`src/rtl/pci_pkg.sv`:
```
// Shared definitions for the PCI parity controller: bus-phase FSM encoding,
// default bus widths, status-clear strobe indices and the parity rule.
package pci_pkg;

  // Default bus widths.
  localparam int PCI_AD_W  = 32;
  localparam int PCI_CBE_W = 4;

  // Widest buses the parity helper accepts; narrower buses are zero-extended,
  // which leaves the XOR result unchanged.
  localparam int PAR_AD_MAX  = 64;
  localparam int PAR_CBE_MAX = 8;

  // Bit positions inside the write-1-clear status strobe.
  localparam int STS_SSE = 0;
  localparam int STS_DPE = 1;

  // Bus-phase tracking states.
  typedef enum logic [1:0] {
    ST_IDLE = 2'd0,
    ST_DATA = 2'd1,
    ST_TURN = 2'd2
  } bus_state_t;

  // Even parity over AD and C/BE#: PAR must equal this value.
  function automatic logic even_parity(input logic [PAR_AD_MAX-1:0]  ad,
                                       input logic [PAR_CBE_MAX-1:0] c_be_n);
    return ^{ad, c_be_n};
  endfunction

endpackage

```
`src/rtl/pci_par_calc.sv`:
```
// Parity capture stage: XOR-reduces AD and C/BE# of the current clock and
// registers the result together with flags saying whether the clock was an
// address phase or a checked data transfer. The flags qualify the compare
// against PAR one clock later.
module pci_par_calc
  import pci_pkg::*;
#(
  parameter int AD_W  = PCI_AD_W,
  parameter int CBE_W = PCI_CBE_W
) (
  input  logic             clk,
  input  logic             rst,
  input  logic [AD_W-1:0]  ad,
  input  logic [CBE_W-1:0] c_be_n,
  input  logic             cap_addr,
  input  logic             cap_data,
  output logic             calc,
  output logic             addr_vld,
  output logic             data_vld
);

  logic calc_next;

  assign calc_next = even_parity(PAR_AD_MAX'(ad), PAR_CBE_MAX'(c_be_n));

  // Register the computed parity and the phase-type flags every clock.
  always_ff @(posedge clk or posedge rst) begin
    if (rst) begin
      calc     <= 1'b0;
      addr_vld <= 1'b0;
      data_vld <= 1'b0;
    end else begin
      calc     <= calc_next;
      addr_vld <= cap_addr;
      data_vld <= cap_data;
    end
  end

endmodule

```
`src/rtl/pci_parity_ctrl.sv`:
```
// PCI parity controller for one agent. Tracks bus phases, captures address
// phases and received data transfers, compares the registered parity against
// PAR one clock later and drives PERR#/SERR# plus the sticky DPE/SSE bits.
// Optional error counter output ERR_CNT is built when PCI_PAR_ERR_CNT_EN is
// defined.
module pci_parity_ctrl
  import pci_pkg::*;
#(
  parameter int AD_W  = PCI_AD_W,
  parameter int CBE_W = PCI_CBE_W
`ifdef PCI_PAR_ERR_CNT_EN
  ,
  parameter int CNT_W = 8
`endif
) (
  input  logic             CLK,
  input  logic             RST,
  input  logic [AD_W-1:0]  AD,
  input  logic [CBE_W-1:0] C_BE_n,
  input  logic             PAR,
  input  logic             FRAME_n,
  input  logic             IRDY_n,
  input  logic             TRDY_n,
  input  logic             RX_DATA,
  input  logic             PERR_RESP,
  input  logic             SERR_EN,
  input  logic [1:0]       STS_CLR,
  output logic             PERR_n,
  output logic             PERR_OE,
  output logic             SERR_n,
  output logic             DPE,
  output logic             SSE
`ifdef PCI_PAR_ERR_CNT_EN
  ,
  output logic [CNT_W-1:0] ERR_CNT
`endif
);

  bus_state_t state;

  logic transfer;
  logic cap_addr;
  logic cap_data;
  logic calc;
  logic addr_vld;
  logic data_vld;
  logic mismatch;
  logic addr_err;
  logic data_err;
  logic any_err;
  logic serr_fire;

  logic perr_n_reg;
  logic perr_oe_reg;
  logic serr_n_reg;
  logic dpe_reg;
  logic sse_reg;

  // A data transfer completes when both IRDY# and TRDY# are low.
  assign transfer = !IRDY_n && !TRDY_n;

  // Address phases start from IDLE or, for fast back-to-back, from TURN.
  // Data is only checked when this agent is the receiver.
  assign cap_addr = ((state == ST_IDLE) || (state == ST_TURN)) && !FRAME_n;
  assign cap_data = (state == ST_DATA) && transfer && RX_DATA;

  // Bus-phase tracker.
  always_ff @(posedge CLK or posedge RST) begin
    if (RST) begin
      state <= ST_IDLE;
    end else begin
      case (state)
        ST_IDLE: begin
          if (!FRAME_n) state <= ST_DATA;
        end
        ST_DATA: begin
          if (transfer && FRAME_n)      state <= ST_TURN;
          else if (FRAME_n && IRDY_n)   state <= ST_IDLE;
        end
        ST_TURN: begin
          state <= (!FRAME_n) ? ST_DATA : ST_IDLE;
        end
        default: state <= ST_IDLE;
      endcase
    end
  end

  pci_par_calc #(
    .AD_W  (AD_W),
    .CBE_W (CBE_W)
  ) u_par_calc (
    .clk      (CLK),
    .rst      (RST),
    .ad       (AD),
    .c_be_n   (C_BE_n),
    .cap_addr (cap_addr),
    .cap_data (cap_data),
    .calc     (calc),
    .addr_vld (addr_vld),
    .data_vld (data_vld)
  );

  // PAR on this clock covers the phase captured on the previous clock.
  assign mismatch  = calc ^ PAR;
  assign addr_err  = addr_vld && mismatch;
  assign data_err  = data_vld && mismatch;
  assign any_err   = addr_err || data_err;
  assign serr_fire = addr_err && SERR_EN && PERR_RESP;

  // PERR# sequencing: drive low for each data error, then drive high for
  // one clock after the last error before releasing the output enable.
  always_ff @(posedge CLK or posedge RST) begin
    if (RST) begin
      perr_n_reg  <= 1'b1;
      perr_oe_reg <= 1'b0;
    end else if (data_err && PERR_RESP) begin
      perr_n_reg  <= 1'b0;
      perr_oe_reg <= 1'b1;
    end else if (!perr_n_reg) begin
      perr_n_reg  <= 1'b1;
      perr_oe_reg <= 1'b1;
    end else begin
      perr_n_reg  <= 1'b1;
      perr_oe_reg <= 1'b0;
    end
  end

  // SERR# is a single-clock low pulse per enabled address parity error.
  always_ff @(posedge CLK or posedge RST) begin
    if (RST) begin
      serr_n_reg <= 1'b1;
    end else begin
      serr_n_reg <= !serr_fire;
    end
  end

  // Sticky status bits; a new set wins over a simultaneous clear strobe.
  always_ff @(posedge CLK or posedge RST) begin
    if (RST) begin
      dpe_reg <= 1'b0;
      sse_reg <= 1'b0;
    end else begin
      if (any_err)                  dpe_reg <= 1'b1;
      else if (STS_CLR[STS_DPE])    dpe_reg <= 1'b0;
      if (serr_fire)                sse_reg <= 1'b1;
      else if (STS_CLR[STS_SSE])    sse_reg <= 1'b0;
    end
  end

  assign PERR_n  = perr_n_reg;
  assign PERR_OE = perr_oe_reg;
  assign SERR_n  = serr_n_reg;
  assign DPE     = dpe_reg;
  assign SSE     = sse_reg;

`ifdef PCI_PAR_ERR_CNT_EN
  logic [CNT_W-1:0] err_cnt_reg;

  // Saturating error counter; a clear coinciding with an error restarts at 1
  // so the new error is not lost.
  always_ff @(posedge CLK or posedge RST) begin
    if (RST) begin
      err_cnt_reg <= '0;
    end else if (STS_CLR[STS_DPE]) begin
      err_cnt_reg <= any_err ? CNT_W'(1) : '0;
    end else if (any_err && (err_cnt_reg != {CNT_W{1'b1}})) begin
      err_cnt_reg <= err_cnt_reg + CNT_W'(1);
    end
  end

  assign ERR_CNT = err_cnt_reg;
`endif

  // Only one phase type can be captured per clock.
  a_cap_excl: assert property (@(posedge CLK) disable iff (RST)
    !(cap_addr && cap_data));

  // PERR# is never driven low with the output disabled.
  a_perr_oe: assert property (@(posedge CLK) disable iff (RST)
    !PERR_n |-> PERR_OE);

  // Address phases are at least two clocks apart, so SERR# pulses are single.
  a_serr_pulse: assert property (@(posedge CLK) disable iff (RST)
    !SERR_n |=> SERR_n);

endmodule
```
`config.mk`:
```
export PLATFORM = sky130hd
export DESIGN_NAME = pci_parity_ctrl
export DESIGN_NICKNAME = d
export VERILOG_FILES = /design/src/rtl/pci_pkg.sv /design/src/rtl/pci_par_calc.sv /design/src/rtl/pci_parity_ctrl.sv
export SDC_FILE = /design/constraint.sdc
export NUM_CORES = 1
export LEC_CHECK = 0
export BUFFER_PORTS_ARGS = -buffer_cell sky130_fd_sc_hd__buf_2
export CAP_MARGIN = 40
export CORE_UTILIZATION = 41
export CTS_CLUSTER_DIAMETER = 100
export DETAILED_ROUTE_END_ITERATION = 8
export PLACE_DENSITY_LB_ADDON = 0.25
export SYNTH_ARGS = -nofsm -noshare
export SYNTH_HDL_FRONTEND = slang
export SYNTH_SLANG_ARGS = --single-unit
```
`constraint.sdc`:
```
create_clock -name CLK -period 2.4 [get_ports CLK]
set_input_delay 0.48 -clock CLK [delete_from_list [all_inputs] [get_ports CLK]]
set_output_delay 0.48 -clock CLK [all_outputs]
set_load 0.01 [all_outputs]
```
**Word-level counts from Yosys, hierarchy flattened**

Index checks and enable logic that the tools add are counted.
Widths: inputs -> output; s select.

- Flip-flop bits (word level): 10
- Latch bits: 0
- Bits in writable memories: 0
- ROM bits: 0
- Bits of input ports: 47
- Output and inout bits: 5
- Word-level logic and storage cells: 48
- Memories: 0

- $add $sub $neg: 0
- Multiply operators: 0
- Divide/modulo/power cells: 0
- Order comparisons: 0
- Equal/unequal tests: 4
- Shift-type cells: 0
- Multiplexer cells: 12
- Bitwise operators: 1
- Reductions and logical operators: 22

Operators by type and width:

| operator | number |
|---|---|
| $reduce_xor 72->1 | 1 |
| $logic_and 1x1->1 | 11 |
| $mux 1 | 8 |
| $mux 2 | 3 |
| $pmux 2 s3 | 1 |
| $logic_not 1->1 | 4 |
| $reduce_bool 2->1 | 2 |
| $ne 3x1->1 const B | 1 |
| $eq 2x1->1 const B | 1 |
| $eq 2x2->1 const B | 1 |
| $logic_not 2->1 | 1 |
| $logic_or 1x1->1 | 2 |
| $ne 2x2->1 const B | 1 |
| $reduce_and 2->1 | 1 |
| $xor 1x1->1 | 1 |

**Depth between registers and ports, before layout**

- Word-level depth: 5
- Depth in mapped cells: 5
- Depth with buffers taken out: 5

**By module**

A second synthesis with hierarchy kept.

- Cells, all modules: 64
- Area total of the unflattened synthesis: 684.4 µm²

Modules (own cells, without submodules):

| module | instances | cells an instance | area an instance (µm²) | seq. area each (µm²) |
|---|---|---|---|---|
| pci_par_calc | 1 | 38 | 390.4 | 75.1 |
| pci_parity_ctrl | 1 | 26 | 294.0 | 177.7 |

**Worst setup path before layout**

OpenSTA, ideal clock, no wires.

- Path type: in2reg
- Start: input AD[22]
- End: register u_par_calc.calc
- Library setup time: 0.123 ns
- Arrival: 1.466 ns
- Data required time: 2.277 ns
- Path slack: 0.812 ns
- Stages: 5
- Buffers on the path: 0
- Cells stage by stage: xor2_1 xnor2_1 xnor2_1 xnor3_1 xnor2_1

- Word-level cells in the longest chain between the ends: 1

Ends and longest elaborated chain:

| element | RTL line | RTL |
|---|---|---|
| start: declaration | pci_parity_ctrl.sv:18 | `input logic [AD_W-1:0] AD,` |
| $reduce_xor 72->1 | pci_pkg.sv:28 | `return ^{ad, c_be_n};` |
| via u_par_calc.calc_next | pci_par_calc.sv:22 | `logic calc_next;` |
| end signal: assignment | pci_par_calc.sv:33 | `calc <= calc_next;` |
| end: declaration | pci_par_calc.sv:17 | `output logic calc,` |

The timed path passes the listed nets, and every way through them passes these cells.
A chain may end at the register's enable or synchronous reset.

**Worst setup path after layout**

Ends and elaborated chain as after synthesis.

==> metrics.csv <==
metric;value;unit
status;finished, final reports clean;
die_area;0.00176;sq mm
critPathArrivalTime;1.63;ns
yosys.area.top_type_share;38.8;%
cap_violations;0;
synthFlopType;dfrtp_1;
grt_pass1_vias;527;
yosys_register_bits;10;
p_leak;0.479;nW
hold_class;input port to async pin;
syn_nets;107;
crit_family;XOR/XNOR gates;
post-cts-setup-buffer-count;0;
gr-total-overflow;0;
cts-htree-levels;1;
final_nets;163;
synth.area.top_cells;xnor2_1 (39%), dfrtp_1 (31%), dfstp_2 (8.0%);
path_max_fanout;1;
area_growth;47.6;%
globalplace.congestion;0.674;
max_slew_margin;76.3;%
yosysWarnings;0;
period_needed;1.48;ns
final_util;64.1;%
ff2ff_setup_slack;1.48;ns
placed_cell_area;930;sq um
via_count;571;
rsz0062_at_grt;false;
cp-end-kind;flop;
post_cts_resized;0;
stdcell_area;966;sq um
ios;52;
top_layer_used;met3;
async_flop_share;100;%
cts_hold_buffers;0;
ys_types;15;
synth_edf_count;0;
cts.clk_slew.worst_paths;0.06;ns
root_buffer;clkbuf_4;
wl_met2;597;microns
rows;14;
grt_use_total;13.3;%
cp_cell_sequence;buf_2, xor2_1, xnor2_1, xnor2_1, xnor3_1, xnor2_1;
drt_wl_total;1.07;mm
clk_latency;0.26;ns
portBuffers;51;
yosysTopAreaCell;xnor2_1;
r2r-end;state[1];
numCtsBuffers;3;
hpwl;982;microns
slowest_stage;xnor3_1;
dr.pass1.iters;3;
die_y;42.0;microns
rr_startpoint;state[1];
drc;0;
wl_met1;386;microns
avgRoutedWirePerCell;8.18;microns
cpPeakStageDelay;0.42;ns
critPathLaunch;AD[22];
synth.most_common_cell;xnor2_1;
avgSynthCellArea;10.9;sq um
drt_iter0_drc;4;
grt_max_degree;11;
cpMostUsedCell;xnor2_1;
fin_worst_skew;0.00437;ns
path_buf_inv;1;
yosysSeqAreaShare;38.6;%
cp-start-kind;input port;
die_w;42.0;microns
fmax;0.673;GHz
syn-cell-area;654;sq um
drive_gt1_share;49.6;%
r2r_cells;2;
worst_pin_slew;0.355;ns
routed_via_density;4.36;
clock_path_buffers;2;
worst-setup-path-type;input port to flop;
finalSetupViolations;0;
core_area;0.00151;sq mm
n_antenna_cell;0;
routed-wl-met3;88;microns
ir_worst_vdd;0.000292;V
fin_setup_tns;0;ns
hold_viol_final;0;
period_share;61.9;%
cts_sinks;10;
fin_hold_ws;0.172;ns
grt_first_pass_wirelength;1.76;mm
ant_nets;0;
cts_tree;yes;
synth_commonest_cells;xnor2_1 (29), dfrtp_1 (8), xor2_1 (5), inv_1 (3), o21ai_0 (3);
start_util;43.4;%
syn_inst;60;
slew_viol_final;0;
antenna_found_initial;0;
cp.required;2.55;ns
power.density;616;mW/mm^2
[cell type report]
cell class | instances | area (sq um)
fillers | 134 | 541
multi-input cells | 47 | 390
repair buffers | 51 | 255
flip-flops and latches | 10 | 253
clock buffers | 4 | 36.3
well taps | 16 | 20.0
inverters | 3 | 11.3
[flip-flops by register name (all words and copies together) (netlist names)]
| register | cells |
|---|---|
| state | 2 |
| SERR_n | 1 |
| u_par_calc.data_vld | 1 |
| u_par_calc.addr_vld | 1 |
| PERR_OE | 1 |
| PERR_n | 1 |
| DPE | 1 |
| u_par_calc.calc | 1 |
| SSE | 1 |
[metrics by stage]
step	power (W)	setup WS, ns	cells
after floorplan	0.000389	0.812	60
final	0.000595	0.915	131
after global routing	0.000642	0.851	131
after global placement	0.000450	0.664	127
after detailed placement	0.000455	0.642	127
after CTS	0.000605	0.912	131
[cell usage in the layout (no fill, tap or decap)]
cell type and instances:
clkbuf_8 1, o21ai_0 3, inv_1 3, nand4_1 1, nor4b_1 1, clkbuf_4 3
xnor3_1 1, nand3b_1 1, a22oi_1 1, dfrtp_1 8, nand3_1 1, buf_2 51
xnor2_1 29, and2_1 2, nor2_1 1, dfstp_2 2, nand2_1 1, xor2_1 5
[worst max path at each step]
stage,to,slack (ns),depth (start not counted)
5_1_grt,u_par_calc.calc,0.85,6
3_5_place_dp,u_par_calc.calc,0.64,6
6_report,u_par_calc.calc,0.92,6
2_1_floorplan,u_par_calc.calc,0.81,5
3_3_place_gp,u_par_calc.calc,0.66,6
4_1_cts,u_par_calc.calc,0.91,6
[where the power goes]
group	leakage, nW	switching (W)	internal, W
combinational	0.333	0.0000933	0.000152
clock	0.0210	0.0000551	0.0000920
sequential	0.125	0.00000926	0.000193
[per-layer routing]
metal  up-vias  global-route usage, %
met1       240                   12.0
met2        32                   25.6
met5         -                      0
met4         0                   11.6
met3         0                   1.30
li1        299                      -
[cell families (layout without fill, tap and decap cells)]
family                    Yosys count  count (layout)  synth area share, %
xor gates and xnor gates           35              35                 48.9
DFF                                10              10                 38.6
and+or+nand+nor                     8               8                 7.26
AOI/OAI and AO/OA                   4               4                 3.44
buffers and inverters               3              58                 1.72
Note: power is estimated with default switching activity, not from simulation.
